File: config.mk
export PLATFORM = sky130hd
export DESIGN_NAME = ofdm_tx_formatter
export DESIGN_NICKNAME = d
export VERILOG_FILES = /design/src/rtl/ofdm_tx_formatter_pkg.sv /design/src/rtl/ofdm_tx_formatter_round_sat.sv /design/src/rtl/ofdm_tx_formatter.sv
export SDC_FILE = /design/constraint.sdc
export NUM_CORES = 1
export LEC_CHECK = 0
export CORE_MARGIN = 2
export CORE_UTILIZATION = 45
export CTS_BUF_LIST = sky130_fd_sc_hd__clkbuf_2
export CTS_CLUSTER_DIAMETER = 30
export DETAILED_ROUTE_END_ITERATION = 8
export GPL_ROUTABILITY_DRIVEN = 0
export GPL_TIMING_DRIVEN = 0
export PLACE_DENSITY_LB_ADDON = 0.2
export SYNTH_ARGS = -nofsm -noshare
export SYNTH_HDL_FRONTEND = slang
export SYNTH_SLANG_ARGS = --single-unit
File: constraint.sdc
create_clock -name clk -period 3.05 [get_ports clk]
set_clock_uncertainty 0.05 [all_clocks]
set_input_delay 0.7625 -clock clk [delete_from_list [all_inputs] [get_ports clk]]
set_output_delay 0.7625 -clock clk [all_outputs]
set_load 0.01 [all_outputs]
File: src/rtl/ofdm_tx_formatter_pkg.sv
// rtl/ofdm_tx_formatter_pkg.sv - shared OFDM framing constants and types
package ofdm_tx_formatter_pkg;

  localparam int NFFT           = 1024;
  localparam int NCP            = 32;
  localparam int SYM_LEN        = NFFT + NCP;
  localparam int SYMS_PER_FRAME = 14;
  localparam int IN_W           = 20;
  localparam int OUT_W          = 16;
  localparam int P_W            = $clog2(SYM_LEN);
  localparam int SYM_W          = $clog2(SYMS_PER_FRAME);

  localparam logic [P_W-1:0]   P_LAST   = P_W'(SYM_LEN - 1);
  localparam logic [SYM_W-1:0] SYM_LAST = SYM_W'(SYMS_PER_FRAME - 1);

  typedef struct packed {
    logic signed [IN_W-1:0] i;
    logic signed [IN_W-1:0] q;
  } iq_t;

  typedef enum logic {IDLE, RUN} state_t;

endpackage

File: src/rtl/ofdm_tx_formatter_round_sat.sv
// rtl/ofdm_tx_formatter_round_sat.sv - combinational round-half-up and clamp to a narrower signed width
module iq_round_sat #(
  parameter int IN_W  = 20,
  parameter int OUT_W = 16
) (
  input  logic signed [IN_W-1:0]  x,
  output logic signed [OUT_W-1:0] y,
  output logic                    sat
);

  localparam int SH = IN_W - OUT_W;
  localparam logic signed [IN_W:0] HALF = (IN_W+1)'(1 << (SH - 1));
  localparam logic signed [IN_W:0] MAXV = (IN_W+1)'((1 << (OUT_W - 1)) - 1);
  localparam logic signed [IN_W:0] MINV = (IN_W+1)'(-(1 << (OUT_W - 1)));

  logic signed [IN_W:0] xe;
  logic signed [IN_W:0] t;

  // One guard bit keeps the rounding add from wrapping at the positive rail.
  always_comb begin
    xe  = {x[IN_W-1], x};
    t   = (xe + HALF) >>> SH;
    sat = 1'b0;
    y   = t[OUT_W-1:0];
    if (t > MAXV) begin
      sat = 1'b1;
      y   = MAXV[OUT_W-1:0];
    end else if (t < MINV) begin
      sat = 1'b1;
      y   = MINV[OUT_W-1:0];
    end
  end

endmodule

File: src/rtl/ofdm_tx_formatter.sv
// rtl/ofdm_tx_formatter.sv - symbol spacing check, frame tagging and DAC-width conversion after CP insertion
module ofdm_tx_formatter
  import ofdm_tx_formatter_pkg::*;
(
  input  logic                    clk,
  input  logic                    rst,
  input  logic                    en,
  input  logic                    in_sop,
  input  logic signed [IN_W-1:0]  in_i,
  input  logic signed [IN_W-1:0]  in_q,
  output logic signed [OUT_W-1:0] out_i,
  output logic signed [OUT_W-1:0] out_q,
  output logic                    out_valid,
  output logic                    out_sop,
  output logic                    out_eop,
  output logic                    out_sof,
  output logic                    out_eof,
  output logic [SYM_W-1:0]        sym_idx,
  output logic                    sync_err,
  output logic [15:0]             sat_cnt
);

  state_t             state, state_n;
  logic [P_W-1:0]     p, p_n;
  logic [SYM_W-1:0]   sym, sym_n;
  logic               accept, err;
  logic [P_W-1:0]     s_p;
  logic [SYM_W-1:0]   s_sym;
  iq_t                smp;
  logic signed [OUT_W-1:0] rnd_i, rnd_q;
  logic               sat_i, sat_q;

  assign smp = '{i: in_i, q: in_q};

  iq_round_sat #(.IN_W(IN_W), .OUT_W(OUT_W)) u_round_i (.x(smp.i), .y(rnd_i), .sat(sat_i));
  iq_round_sat #(.IN_W(IN_W), .OUT_W(OUT_W)) u_round_q (.x(smp.q), .y(rnd_q), .sat(sat_q));

  // s_p/s_sym describe the sample being accepted this cycle; p is the index expected next.
  always_comb begin
    state_n = state;
    p_n     = p;
    sym_n   = sym;
    accept  = 1'b0;
    err     = 1'b0;
    s_p     = '0;
    s_sym   = '0;
    case (state)
      IDLE: begin
        if (in_sop) begin
          accept  = 1'b1;
          state_n = RUN;
        end
      end
      RUN: begin
        if (in_sop) begin
          accept = 1'b1;
          if (p != '0)
            err = 1'b1;
          else if (sym != SYM_LAST)
            s_sym = sym + 1'b1;
        end else if (p == '0) begin
          err     = 1'b1;
          state_n = IDLE;
        end else begin
          accept = 1'b1;
          s_p    = p;
          s_sym  = sym;
        end
      end
      default: state_n = IDLE;
    endcase
    if (accept) begin
      p_n   = (s_p == P_LAST) ? '0 : s_p + 1'b1;
      sym_n = s_sym;
    end
  end

  always_ff @(posedge clk or posedge rst) begin
    if (rst) begin
      state     <= IDLE;
      p         <= '0;
      sym       <= '0;
      out_i     <= '0;
      out_q     <= '0;
      out_valid <= 1'b0;
      out_sop   <= 1'b0;
      out_eop   <= 1'b0;
      out_sof   <= 1'b0;
      out_eof   <= 1'b0;
      sym_idx   <= '0;
      sync_err  <= 1'b0;
      sat_cnt   <= '0;
    end else if (en) begin
      state     <= state_n;
      p         <= p_n;
      sym       <= sym_n;
      out_valid <= accept;
      out_i     <= accept ? rnd_i : '0;
      out_q     <= accept ? rnd_q : '0;
      out_sop   <= accept && (s_p == '0);
      out_eop   <= accept && (s_p == P_LAST);
      out_sof   <= accept && (s_p == '0) && (s_sym == '0);
      out_eof   <= accept && (s_p == P_LAST) && (s_sym == SYM_LAST);
      sym_idx   <= accept ? s_sym : '0;
      sync_err  <= err;
      if (accept && (sat_i || sat_q) && (sat_cnt != 16'hFFFF))
        sat_cnt <= sat_cnt + 1'b1;
    end
  end

endmodule

==> run summary, run 1 <==
vias per cell - 5.49
clock power share - 26.0%
Synth Warn # - 0
TritonCTS Buffers - 9
Max Cap Viol - 0
Synth Instances - 493
hpwl dp - 8490 um
Clock Latency Late Sink - 0.50 ns
Final #Nets - 651
drt drc - 0
Setup TNS Final - 0 ns
area leader, netlist - dfrtp_1
cell area after synthesis - 4300 um2
Worst path slowest cell - clkdlybuf4s50_1
Top Ports - 102
FF-to-FF Start - p[6]
Post-synth EDFFs - 0
largest net degree at the start of global routing - 39
unrepaired setup endpoints after global routing - true
switch share - 31.5%
CP Launch Type - primary input
vias in the first global route - 3968
CTS H-tree depth - 3
Switch Pwr - 761 uW
final core utilization - 60.4%
final hold violation count - 0
Core ar. - 9240 um2
syn nets - 545
most numerous cell in the Yosys netlist - dfrtp_1
worst reg-to-reg path cell count - 11
cell mode on critical path - and3_1
hold depth - 1
top cell type's share of synthesized area - 42.5%
power density over cell area - 433 nW/um2
Die Y - 102 um
Rel. slew slack - 58.7%
worst setup path class - in -> reg
antenna-violating nets left - 0
vias - 4022
Crit. End Element - flip-flop
Internal Power - 1660 uW
actual slew at the worst max-slew pin - 0.620 ns
Wirelength per Cell - 15.6 um
Leak - 0.00231 uW
Routed WL - 11400 um
Worst Path Arrival - 3.32 ns
Synth async-reset ratio - 100%
Critical Path Fanout Max - 10
GRT Residual Overflow - 0
Max Freq - 341 MHz
CTS tree - yes
Initial Utilization - 46.6%
die width - 102 um
VDD IR max - 0.000224 V
drt first pass iters - 4
crit-path cells - clkdlybuf4s50_1 -> nor2b_1 -> buf_2 -> and2_1 -> ha_1 -> and3_1 -> and3_1 -> and3_1 -> or4_1 -> o21ai_0
Commonest cells post-synth - 73 x dfrtp_1, 55 x inv_1, 47 x o21ai_0
Synth Register Bits - 73
Period minus WS final - 2.93 ns
clock sink count - 73
Hold EP - sat_cnt[11]
clock-pin slew on the worst setup and hold paths - 0.21 ns
post-synth cell types - 53
Slew Viols, Final - 0
sequential fraction of the synthesis area - 42.5%
hold_sp - sat_cnt[11]
status - finished clean
initial antenna violation count - 0
max incr delay on CP - 0.60 ns
Flop pwr share - 47.1%
hold slack - 0.463 ns
final setup vio count - 0
Synth Area per Inst - 8.73 um2
type of the worst min-delay path - reg -> reg
Area Growth Syn to Fin - 29.7%
die area - 10400 um2
Primary FF master, synth - dfrtp_1
Iter 0 DRT Violations - 217
FF-to-FF End - p[6]
first-pass GRT wire length - 19300 um
CTS Buffer Depth - 2
Crit path required time - 3.44 ns
GRT Util Overall - 23.6%
# diodes - 0
combinational fraction of design power - 27.0%
hold-fix buffers at CTS - 0
crit share post-route - 96.1%
Synth area leaders - dfrtp_1 42%, xnor2_1 6.1%, o21ai_0 5.5%, inv_1 4.8%, nand2_1 3.6%
PortBufs - 93
Worst R2R Setup Slack - 0.14 ns
row count - 35
clock root buffer - clkbuf_2
layout cells sized above 1 - 7.62%
## registers in the layout, indices dropped and copies added (netlist names)
register  flops
sat_cnt      16
sym_idx       4
state         1
p            11
out_sof       1
out_eop       1
out_sop       1
sync_err      1
out_eof       1
out_i        16
sym           4
out_q        16
## cell usage in the layout (no fill, tap or decap), types with 2 or more instances in the layout
master,netlist,final
bufinv_16,0,2
nor3_1,12,12
o21ai_0,47,47
nor4_1,6,6
and2_1,5,5
nand2_1,41,41
mux2_2,2,2
o311ai_0,2,2
nand3_1,30,30
nand4_1,17,17
buf_2,2,5
o22ai_1,15,15
a21oi_1,11,11
buf_4,0,3
ha_1,8,8
xor2_1,9,9
o21ai_2,2,2
clkbuf_2,0,11
or3_1,2,2
inv_1,55,54
dfrtp_1,73,72
and3_1,12,12
mux2i_1,7,7
a31oi_1,7,7
clkbuf_1,21,15
nor2_1,23,23
nor2b_1,3,3
a211o_1,2,2
or4_1,4,4
nand4b_1,2,2
and4_1,4,4
o211ai_1,2,2
o221ai_1,6,6
and3_2,4,4
a211oi_1,2,2
o31ai_1,2,2
clkinv_2,0,3
clkdlybuf4s50_1,0,93
nand2b_1,5,5
xnor2_1,30,30
## through the flow
stage	power (uW)	instances	instance area (um2)	setup WS, ns
after CTS	2440	735	5570	0.0427
after global placement	1780	715	5390	-0.856
after global routing	2560	733	5580	-0.0157
after floorplan	1460	493	4300	0.314
after detailed placement	1800	716	5420	-0.479
final	2420	733	5580	0.118
## layer usage
layer / global-route usage [%] / wire [um]
met1: 33.3 / 5230
met2: 37.4 / 5500
met3: 3.73 / 536
met4: 7.07 / 154
met5: 0 / 0
## power groups by stage
stage               combinational [uW]  sequential, uW  clock, uW
floorplan                          289            1170          0
global placement                   637            1150          0
detailed placement                 649            1150          0
CTS                                661            1130        643
global route                       718            1150        692
finish                             652            1140        628
## worst max-delay path, delay by kind of cell
kind                       cells  cell delay [ns]
adders and majority gates      1             0.22
AOI/OAI and AO/OA              1             0.08
and+or+nand+nor                6             1.45
buffers and inverters          2             0.80
## final cells by class
type,count,area (um2)
fill,816,3660
multi-input combinational,341,2180
sequential,73,1830
timing repair buffer,97,973
inverter,55,209
tap,129,161
buffer,22,97.6
clock inverter,6,82.6
clock buffer,10,50.0
## worst max-delay path by stage
stage	start	to	slack [ns]	cells past startpoint
floorplan	p[6]	sat_cnt[1]	0.31	10
global placement	rst	out_q[9]	-0.86	2
detailed placement	in_sop	p[8]	-0.48	10
CTS	state	p[6]	0.04	10
global route	p[2]	p[3]	-0.02	11
finish	in_sop	p[8]	0.12	10
## kinds of logic after synthesis
family                     share of synthesized area, %
xor gates and xnor gates                           7.94
muxes                                              2.15
DFF                                                42.5
and+or+nand+nor                                    22.4
buffers and inverters                              7.13
adders and majority gates                          2.33
AOI/OAI and AO/OA                                  15.6
## what timing repair did
action                                  in CTS  in global routing
setup buffers                                3                  0
pin swaps                                    0                  0
hold endpoints to repair                     0                  0
endpoints found under the setup margin      26                 32
gates resized for setup                      2                 10
Power figures use the tool's default switching activity.
==> run 2, diff against run 1 <==
Settings changed: CORE_MARGIN 2 to 3, CTS_CLUSTER_SIZE from default to 24, TNS_END_PERCENT from default to 1.
==> run 2 against run 1 <==
Against the previous run:
- clock-buffer cell count fell by 1
- power is 4.3% higher
- hold slack got worse by 0.017 ns
- combinational power rose by 2%
- critical path depth stayed put
- highest routed layer unchanged
- design area rose by 0.90%
==> run summary, run 2 (synthesized netlist as in run 1, its figures left out) <==
commonest non-fill, non-tap cell in the layout - clkdlybuf4s50_1
crit share post-route - 95.7% (-0.44 points)
FF-to-FF Start - p[7]
TritonCTS Buffers - 9 (unchanged)
final setup vio count - 0 (unchanged)
post-route cell area - 5630 um2 (+0.90%)
GRT Residual Overflow - 0 (unchanged)
FF-to-FF End - sat_cnt[1]
most frequent cells in the layout - 92 x clkdlybuf4s50_1, 72 x dfrtp_1, 54 x inv_1
layout cells sized above 1 - 7.76% (+0.14 points)
biggest regs - out_i (16), out_q (16), sat_cnt (16)
Max Freq - 343 MHz (+0.46%)
type of the worst min-delay path - in -> async
CTS tree - yes
switch share - 30.9% (-0.59 points)
die width - 104 um (+2.0%)
vias in the first global route - 4015 (+1.2%)
Iter 0 DRT Violations - 173 (-20%)
Critical Path Fanout Max - 8 (-2)
Pwr Total - 2520 uW (+4.3%)
Area Growth Syn to Fin - 30.9%
# diodes - 0 (unchanged)
vias - 4036 (+0.35%)
combinational fraction of design power - 26.4% (-0.6 points)
Leak - 0.00235 uW (+1.7%)
clock root buffer - clkbuf_2
cell mode on critical path - nand2_1
crit-path cells - or4_4 -> or4b_4 -> buf_6 -> inv_1 -> ha_1 -> nand2_1 -> o211a_1 -> o21a_2 -> nand2_1 -> mux2_2
DP Worst Slack - -0.463 ns (+0.0162 ns)
Worst Path Arrival - 3.32 ns (about the same)
final hold violation count - 0 (unchanged)
Routed WL - 11400 um (-0.44%)
Worst path slowest cell - or4_4
antenna-violating nets left - 0 (unchanged)
GRT Util Overall - 21.8% (-1.8 points)
initial antenna violation count - 0 (unchanged)
Core ar. - 9280 um2 (+0.47%)
CTS H-tree depth - 3 (unchanged)
Internal Power - 1740 uW (+5.2%)
drt first pass iters - 5 (+1)
Flop pwr share - 44.8% (-2.3 points)
Worst R2R Setup Slack - 0.13 ns (about the same)
Crit. End Element - flip-flop
crit path launch - p[7]
PortBufs - 93 (unchanged)
Slew Viols, Final - 0 (unchanged)
worst reg-to-reg path cell count - 10 (-1)
Post-DP Area - 5420 um2 (+0.14%)
critical path capture point - sat_cnt[1]
status - finished clean
Wirelength per Cell - 15.5 um (-0.71%)
vias per cell - 5.49 (about the same)
actual slew at the worst max-slew pin - 0.587 ns (-0.0329 ns)
Final WS setup - 0.131 ns (+0.0135 ns)
Clock Latency Late Sink - 0.54 ns (+0.04 ns)
clock power share - 28.8% (+2.8 points)
Die Y - 104 um (+2.0%)
Crit path required time - 3.46 ns (+0.02 ns)
VDD IR max - 0.000258 V (+15%)
hold-fix buffers at CTS - 0 (unchanged)
placed insts - 716 (unchanged)
die area - 10800 um2 (+4.0%)
Top Ports - 102 (unchanged)
CTS Buffer Depth - 2 (unchanged)
hpwl dp - 8550 um (+0.74%)
max incr delay on CP - 0.54 ns (-0.06 ns)
largest net degree at the start of global routing - 51 (+31%)
clock-pin slew on the worst setup and hold paths - 0.24 ns (+0.03 ns)
row count - 35 (unchanged)
Final #Nets - 653 (+0.31%)
unrepaired setup endpoints after global routing - true
Rel. slew slack - 60.5% (+1.8 points)
power density over cell area - 448 nW/um2 (+3.4%)
first-pass GRT wire length - 19400 um (+0.39%)
Period minus WS final - 2.92 ns (-0.0135 ns)
CP Launch Type - flip-flop
Max Cap Viol - 0 (unchanged)
worst setup path class - reg -> reg
drt drc - 0 (unchanged)
fin cells - 735 (+0.27%)
clock sink count - 73 (unchanged)
final core utilization - 60.6% (+0.25 points)
Switch Pwr - 779 uW (+2.4%)
Initial Utilization - 46.3% (-0.22 points)
==> run 2: cell count changes in the layout (fill, tap and decap cells not counted), moves of 2 or more <==
cell	before	now
buf_2	5	3
clkbuf_2	11	13
clkinv_2	3	0
clkinv_4	0	2
==> run 2: repair_timing <==
item / CTS / global route
endpoints found under the setup margin: 26 / 46
resized for setup: 2 / 15
pin swaps: 0 / 0
setup buffers: 4 / 0
==> run 2: power groups by stage <==
stage | sequential [uW] | combinational (uW) | clock, uW
6_report | 1130 | 665 | 727
5_1_grt | 1150 | 731 | 778
4_1_cts | 1130 | 668 | 741
3_5_place_dp | 1150 | 652 | 0
3_3_place_gp | 1150 | 638 | 0
2_1_floorplan | 1170 | 289 | 0
==> run 2: area by class of cell <==
type	instances	area, um2
fill	856	3650
clock inverter	7	119
inverter	55	209
timing repair buffer	98	991
clock buffer	9	45.0
tap	129	161
buffer	23	106
multi-input combinational	341	2170
sequential	73	1830
==> run 2: per-layer routing <==
layer | GRT usage (%) | part of all wire, % | up-vias | wire [um]
li1 | - | - | 1958 | -
met1 | 28.8 | 45 | 1955 | 5110
met2 | 36.4 | 49 | 108 | 5540
met3 | 3.86 | 4.6 | 15 | 527
met4 | 6.93 | 1.8 | 0 | 201
met5 | 0 | 0 | - | 0
==> run 2: worst min path at each step <==
| stage | slack (ns) | endpoint | start |
|---|---|---|---|
| floorplan | 0.43 | p[7] | p[7] |
| global placement | 0.44 | out_eof | out_eof |
| detailed placement | 0.45 | out_eof | out_eof |
| CTS | 0.46 | sym[2] | rst |
| global route | 0.48 | sym[2] | rst |
| finish | 0.45 | sym[2] | rst |
==> run 2: metrics by stage <==
stage                     hold WS, ns  TNS, ns
final                           0.446        0
after global routing            0.483  -0.0260
after CTS                       0.462        0
after detailed placement        0.446    -9.57
after global placement          0.437   -71.20
after floorplan                 0.430        0
==> run 2: critical path, delay by kind of cell (launching register included) <==
| kind | cells | cell delay (ns) |
|---|---|---|
| simple gates | 4 | 1.26 |
| compound gates | 2 | 0.38 |
| buf+inv | 2 | 0.20 |
| fa+ha+maj | 1 | 0.13 |
| flops | 1 | 0.47 |
| mux | 1 | 0.34 |
